`config.mk`:
```
export PLATFORM = sky130hd
export DESIGN_NAME = cam_lookup_pipe
export DESIGN_NICKNAME = d
export VERILOG_FILES = /design/src/rtl/cam_lookup_pipe.sv
export SDC_FILE = /design/constraint.sdc
export NUM_CORES = 1
export LEC_CHECK = 0
export BUFFER_PORTS_ARGS = -buffer_cell sky130_fd_sc_hd__buf_2
export CAP_MARGIN = 20
export CORE_MARGIN = 4
export CORE_UTILIZATION = 50
export CTS_CLUSTER_SIZE = 40
export DETAILED_ROUTE_END_ITERATION = 10
export GPL_ROUTABILITY_DRIVEN = 0
export GPL_TIMING_DRIVEN = 0
export PLACE_DENSITY = 0.75
export SYNTH_ARGS = -nofsm -noshare
export SYNTH_HDL_FRONTEND = slang
export SYNTH_SLANG_ARGS = --single-unit
```
`constraint.sdc`:
```
create_clock -name clk -period 8.23 [get_ports clk]
set_input_delay 0.823 -clock clk [delete_from_list [all_inputs] [get_ports clk]]
set_output_delay 0.823 -clock clk [all_outputs]
set_load 0.05 [all_outputs]
```
`src/rtl/cam_lookup_pipe.sv`:
```
// Clocked CAM with per-entry valid bits: write/delete/insert/lookup, one op per cycle,
// responses (first-match index, hit, match count) returned through a two-stage pipeline.
`timescale 1ns/1ps
module cam_lookup_pipe #(
  parameter int unsigned DATA_W = 16,
  parameter int unsigned DEPTH  = 8,
  localparam int unsigned AW    = $clog2(DEPTH),
  localparam int unsigned CW    = $clog2(DEPTH + 1)
) (
  input  logic              clk,
  input  logic              rst,
  input  logic              op_valid,
  input  logic [1:0]        op,
  input  logic [DATA_W-1:0] op_data,
  input  logic [AW-1:0]     op_addr,
  output logic              rsp_valid,
  output logic [1:0]        rsp_op,
  output logic              rsp_hit,
  output logic [AW-1:0]     rsp_addr,
  output logic [CW-1:0]     rsp_count,
  output logic [CW-1:0]     used,
  output logic              full,
  output logic              empty
);

  typedef enum logic [1:0] {
    OP_DELETE = 2'd0,
    OP_WRITE  = 2'd1,
    OP_INSERT = 2'd2,
    OP_LOOKUP = 2'd3
  } op_e;

  logic [DATA_W-1:0] r_key [DEPTH];
  logic [DEPTH-1:0]  r_vld;
  logic [CW-1:0]     r_used;
  logic              r_full;
  logic              r_empty;

  logic              r_s1_valid;
  logic [1:0]        r_s1_op;
  logic [DEPTH-1:0]  r_s1_match;
  logic              r_s1_hit;
  logic [AW-1:0]     r_s1_addr;

  logic              r_rsp_valid;
  logic [1:0]        r_rsp_op;
  logic              r_rsp_hit;
  logic [AW-1:0]     r_rsp_addr;
  logic [CW-1:0]     r_rsp_count;

  logic [DEPTH-1:0]  w_match;
  logic              w_free_ok;
  logic [AW-1:0]     w_free_idx;
  logic [CW-1:0]     w_used_nxt;
  logic              w_s1_hit;
  logic [AW-1:0]     w_s1_addr;
  logic [AW-1:0]     w_pe_idx;
  logic [CW-1:0]     w_pop;

  // Match vector and lowest free slot, both from current storage state
  always_comb begin
    w_match    = '0;
    w_free_ok  = 1'b0;
    w_free_idx = '0;
    for (int i = int'(DEPTH) - 1; i >= 0; i--) begin
      w_match[i] = r_vld[i] && (r_key[i] == op_data);
      if (!r_vld[i]) begin
        w_free_ok  = 1'b1;
        w_free_idx = AW'(i);
      end
    end
  end

  always_comb begin
    w_used_nxt = r_used;
    w_s1_hit   = 1'b0;
    w_s1_addr  = '0;
    case (op)
      OP_WRITE: begin
        w_s1_hit  = 1'b1;
        w_s1_addr = op_addr;
        if (op_valid && !r_vld[op_addr]) w_used_nxt = r_used + CW'(1);
      end
      OP_DELETE: begin
        w_s1_hit  = 1'b1;
        w_s1_addr = op_addr;
        if (op_valid && r_vld[op_addr]) w_used_nxt = r_used - CW'(1);
      end
      OP_INSERT: begin
        w_s1_hit  = w_free_ok;
        w_s1_addr = w_free_idx;
        if (op_valid && w_free_ok) w_used_nxt = r_used + CW'(1);
      end
      default: ;
    endcase
  end

  // Storage and occupancy; flags follow the next used value so they never lag
  always_ff @(posedge clk or posedge rst) begin
    if (rst) begin
      for (int i = 0; i < int'(DEPTH); i++) r_key[i] <= '0;
      r_vld   <= '0;
      r_used  <= '0;
      r_full  <= 1'b0;
      r_empty <= 1'b1;
    end else begin
      if (op_valid) begin
        case (op)
          OP_WRITE: begin
            r_key[op_addr] <= op_data;
            r_vld[op_addr] <= 1'b1;
          end
          OP_DELETE: r_vld[op_addr] <= 1'b0;
          OP_INSERT: begin
            if (w_free_ok) begin
              r_key[w_free_idx] <= op_data;
              r_vld[w_free_idx] <= 1'b1;
            end
          end
          default: ;
        endcase
      end
      r_used  <= w_used_nxt;
      r_full  <= (w_used_nxt == CW'(DEPTH));
      r_empty <= (w_used_nxt == '0);
    end
  end

  always_ff @(posedge clk or posedge rst) begin
    if (rst) begin
      r_s1_valid <= 1'b0;
      r_s1_op    <= '0;
      r_s1_match <= '0;
      r_s1_hit   <= 1'b0;
      r_s1_addr  <= '0;
    end else begin
      r_s1_valid <= op_valid;
      if (op_valid) begin
        r_s1_op    <= op;
        r_s1_match <= (op == OP_LOOKUP) ? w_match : '0;
        r_s1_hit   <= w_s1_hit;
        r_s1_addr  <= w_s1_addr;
      end
    end
  end

  // Priority encode (lowest index) and population count of the staged match vector
  always_comb begin
    w_pe_idx = '0;
    w_pop    = '0;
    for (int i = int'(DEPTH) - 1; i >= 0; i--) begin
      if (r_s1_match[i]) w_pe_idx = AW'(i);
      w_pop = w_pop + CW'(r_s1_match[i]);
    end
  end

  always_ff @(posedge clk or posedge rst) begin
    if (rst) begin
      r_rsp_valid <= 1'b0;
      r_rsp_op    <= '0;
      r_rsp_hit   <= 1'b0;
      r_rsp_addr  <= '0;
      r_rsp_count <= '0;
    end else begin
      r_rsp_valid <= r_s1_valid;
      if (r_s1_valid) begin
        r_rsp_op <= r_s1_op;
        if (r_s1_op == OP_LOOKUP) begin
          r_rsp_hit   <= |r_s1_match;
          r_rsp_addr  <= w_pe_idx;
          r_rsp_count <= w_pop;
        end else begin
          r_rsp_hit   <= r_s1_hit;
          r_rsp_addr  <= r_s1_addr;
          r_rsp_count <= '0;
        end
      end
    end
  end

  assign rsp_valid = r_rsp_valid;
  assign rsp_op    = r_rsp_op;
  assign rsp_hit   = r_rsp_hit;
  assign rsp_addr  = r_rsp_addr;
  assign rsp_count = r_rsp_count;
  assign used      = r_used;
  assign full      = r_full;
  assign empty     = r_empty;

endmodule

```
Word level (Yosys, flattened, before mapping)
Cells that the tools add are included.
Storage, ports and cells
  register bits after elaboration: 168
  input port bits: 24
  output and inout port bits: 17
  logic and storage cells: 133
Operators by class
  $add $sub $neg: 9
  magnitude comparators: 8
  eq/ne operators: 14
  muxes and demuxes: 50
  bitwise gates (word level): 6
  reductions and logical operators: 24
Operators by type and width (count)
  $bwmux W128: 2
  $pmux W128 S2: 1
  $eq A16 B16 Y1: 8
  $mux W128: 1
  $demux W16 S3: 2
  $mux W3: 17
  $mux W16: 2
  $pmux W8 S3: 1
  $add A4 B1 Y4: 4
  $mux W4: 4
  $mux W8: 2
  $or A8 B8 Y8: 2
  $logic_and A1 B1 Y1: 15
  $mux W1: 12
  $pmux W4 S3: 1
  $and A8 B8 Y8: 1
  $ge A4 B4 Y1 const B: 2
  $lt A3 B4 Y1 const B: 2
  $lt A4 B1 Y1 const B: 2
  $not A3 Y4: 2
  $not A8 Y8: 1
  $reduce_or A8 Y1: 1
  $demux W1 S3: 2
  $eq A2 B2 Y1 const B: 3
  other kinds (19): 21

Logic depth before layout (Yosys ltp)
  word-level depth: 16
  gate-level depth with buffers: 10
  gate-level depth less buffers: 9

Least setup slack after synthesis
No wires, ideal clock.
  path kind: register to register
  start: reg r_s1_match[0]
  end: reg r_rsp_count[2] (netlist: rsp_count[2])
  library setup time: 0.134 ns
  arrival time: 2.789 ns
  required time: 8.096 ns
  path slack: 5.307 ns
  cell stages (with the launch flop): 10
  path buffers: 0
  period minus slack after synthesis: 2.923 ns
  cells stage by stage: dfrtp_1 > fa_1 > inv_1 > fa_1 > fa_1 > inv_1 > ha_1 > fa_1 > xnor2_1 > o22ai_1
On the way
  word-level cells in the longest chain between the ends: 2
Ends and longest elaborated chain
  from (decl): RTL line 41  | logic [DEPTH-1:0] r_s1_match;
  from (signal assigned): RTL line 140  | r_s1_match <= (op == OP_LOOKUP) ? w_match : '0;
  $add A4 B1 Y4: RTL line 153  | w_pop = w_pop + CW'(r_s1_match[i]);
  $mux W4: RTL line 168  | if (r_s1_op == OP_LOOKUP) begin
  to (signal assigned): RTL line 171  | r_rsp_count <= w_pop;
  to (decl): RTL line 49  | logic [CW-1:0] r_rsp_count;
No other way between the ends.
A chain may end at the register's enable or synchronous reset.

Final worst setup path
Ends and elaborated chain as after synthesis.

==> metrics.txt <==
required arrival time at the worst endpoint=8530 ps; Synth cell types=67; Vias per Instance=5.76; largest family of logic cells by synthesized area=multiplexers; leading cell types by total area after synthesis=dfrtp_1, mux2_2, xor2_1, nor4_1, clkbuf_1; clk sink count=168; Resized cells post-CTS=0; maximum fanout along the worst path=4; remaining routing DRC violations=0; total number of nets in the final design=831; final critical-path share of the clock period=0.369; overall die width=141 µm; run status=finished clean; Yosys warning total=0; global-route wire length before repair=33.7 mm; non-filler cells, final=1033; total number of vias=5954; logic gate share of total power=0.289; highest attainable clock frequency=329 MHz; initial cell density of the core=0.509; number of setup buffers added after CTS=0; wirelength, routed=21.1 mm; async set-or-reset flop fraction in the synthesized netlist=1.00; total power per unit cell area=306 nW/µm²; number of diodes added for antenna fixing=0; number of nets in the synthesized netlist=792; Die ar.=19800 µm²; post-layout minimum cycle time=3040 ps; root buffer selected by CTS=clkbuf_16; crit path DAT=3340 ps; synthesized area=8800 µm²; final routed wire length divided by cell count=20.4 µm; latest clock arrival within the worst-skew pair=440 ps; Hold Path Class=primary input to async pin; Global Route Usage Sum=0.221; H-tree levels=4; HPWL Detailed=14.4 mm; Syn Inst Count=758; CTS Hold Bufs=0; number of nets with antenna violations after routing=0; sequential cell fraction of total power=0.451; largest net degree at the start of global routing=127; Relative slew margins=0.550; std cell rows=48; internal power=2.00 mW; Setup crit start kind=flip-flop; commonest cells in the netlist=dfrtp_1, mux2_2, xor2_1; crit path kind=flip-flop to flip-flop; Peak VDD IR=0.217 mV; CTS tree=built; area share of fa/ha/maj cells after synthesis=0.0176; final hold viol count=0; clock buffers created by TritonCTS=17; aggregate negative setup slack=0 ps; Synth area leader=dfrtp_1; number of global-route vias before repair=6125; proportion of netlist area held by the largest area contributor=0.475; actual slew at the worst max-slew pin=675 ps; total core area=17300 µm²; synthesized-area fraction occupied by and/or/nand/nor cells=0.0876; power share of the clock group=0.261; cell with the most instances after synthesis=dfrtp_1; share of layout cells above drive strength 1=0.271; number of search-and-repair iterations in the first detailed-routing pass=5; # setup viols final=0; total of buffers placed on input and output ports=19; standby leakage power=4.30 nW; post-synthesis average cell area=11.6 µm²; largest clock skew in the final design=9.63 ps; synthesis-stage register bit count=168; max-cap violation count=0; number of instances in the placed design=1003; RSZ-0062 raised after global routing=false; compound-cell area share of the yosys netlist=0.0692; fraction of power spent switching nets=0.332; number of violations reported at the end of detailed-routing iteration 0=368; GR Overflow Total=0; max-slew violation total from the final report=0; Synth-to-Final Area Change=11.1%; Critical Path Sink Type=flip-flop; Switch Pwr=994 µW; count of flip-flops with a built-in enable after synthesis=0; Most used DFF post-synth=dfrtp_1; number of antenna violations at the first check in global routing=0; share of synthesized area spent on multiplexers=0.174; Clock transition at path regs=70 ps; die boundary height=141 µm; I/O pin cnt=41; Max Root-Sink Buffers=2; xor-xnor portion of the synthesized cell area=0.130; register area share after synthesis=0.478
layout by cell type (no fill, tap or decap), types with 4 or more instances in the layout:
cell type	Yosys	layout
o21ai_0	17	17
o22ai_1	12	12
nor3_1	6	6
clkbuf_1	41	42
dfrtp_1	167	167
buf_2	13	32
clkbuf_16	0	17
mux2_2	131	131
xor2_1	121	121
a21oi_1	12	12
xnor2_1	10	10
nand2_1	24	24
fa_1	4	4
a211o_1	4	4
nor2_1	18	18
nor4_1	33	33
inv_1	24	23
ha_1	6	6
nand2b_1	9	9
nor2b_1	5	5
buf_4	5	5
nand3_1	27	27
layout make-up:
| type | count | area (µm²) |
|---|---|---|
| Sequential cell | 168 | 4210 |
| Clock buffer | 21 | 470 |
| Inverter | 24 | 97.6 |
| Buffer | 63 | 288 |
| Fill cell | 1470 | 7520 |
| Timing Repair Buffer | 20 | 123 |
| Tap cell | 225 | 282 |
| Multi-Input combinational cell | 503 | 4220 |
| Clock inverter | 9 | 91.3 |
through the flow:
stage                     total power, mW  cell area [µm²]  setup WS (ps)  hold slack, ps   util
after floorplan                      2.01             8800           2860             352      -
after global placement               2.17             9180            968             358  0.531
after detailed placement             2.21             9210           4990             366  0.533
after CTS                            2.99             9770           5180             377  0.565
after global routing                 3.15             9770           5030             386  0.565
final                                2.99             9770           5190             367  0.565
worst paths after layout:
path	startpoint	to	slack, ps	depth (start not counted)
worst max-delay path	r_s1_match[0]	rsp_count[2]	5190	9
worst max register to register	r_s1_match[0]	rsp_count[2]	5190	9
worst min register to register	r_s1_valid	rsp_valid	390	0
max in group asynchronous	rst	r_s1_match[5]	6920	3
min in group clk	r_s1_valid	rsp_valid	390	0
worst min-delay path	rst	r_key[81]	370	2
flip-flops by register name, indices dropped and copies added, names as in the netlist, 2 cells and up:
register and flops:
r_key 128, r_s1_match 8, r_vld 8, rsp_count 4, used 4, r_s1_addr 3
rsp_addr 3, r_s1_op 2, rsp_op 2
kinds of logic after synthesis:
logic type               Yosys count
AND/OR/NAND/NOR                  144
AO/OA/AOI/OAI                     84
XOR/XNOR                         131
multiplexers                     134
buffers and inverters             87
adder cells (fa/ha/maj)           10
flip-flops                       168
metal layers:
metal / wire [µm] / vias up / global-route usage
met3: 854 / 52 / 0.0495
met4: 632 / 0 / 0.0801
met2: 9940 / 155 / 0.353
li1: - / 2723 / -
met5: 0 / - / 0
met1: 9630 / 3024 / 0.299
worst max-delay path: stages, from the launching register on:
cell	delay, ps
dfrtp_1	430
fa_1	550
inv_1	50
fa_1	440
fa_1	490
inv_1	40
ha_1	200
fa_1	440
xnor2_1	160
o22ai_1	100
power groups by stage:
stage	Combinational, mW	Clock (mW)	Sequential, mW
2_1_floorplan	0.646	0	1.36
3_3_place_gp	0.833	0	1.34
3_5_place_dp	0.859	0	1.36
4_1_cts	0.867	0.782	1.34
5_1_grt	0.950	0.820	1.38
6_report	0.864	0.779	1.35
Note: power is estimated with default switching activity, not from simulation.
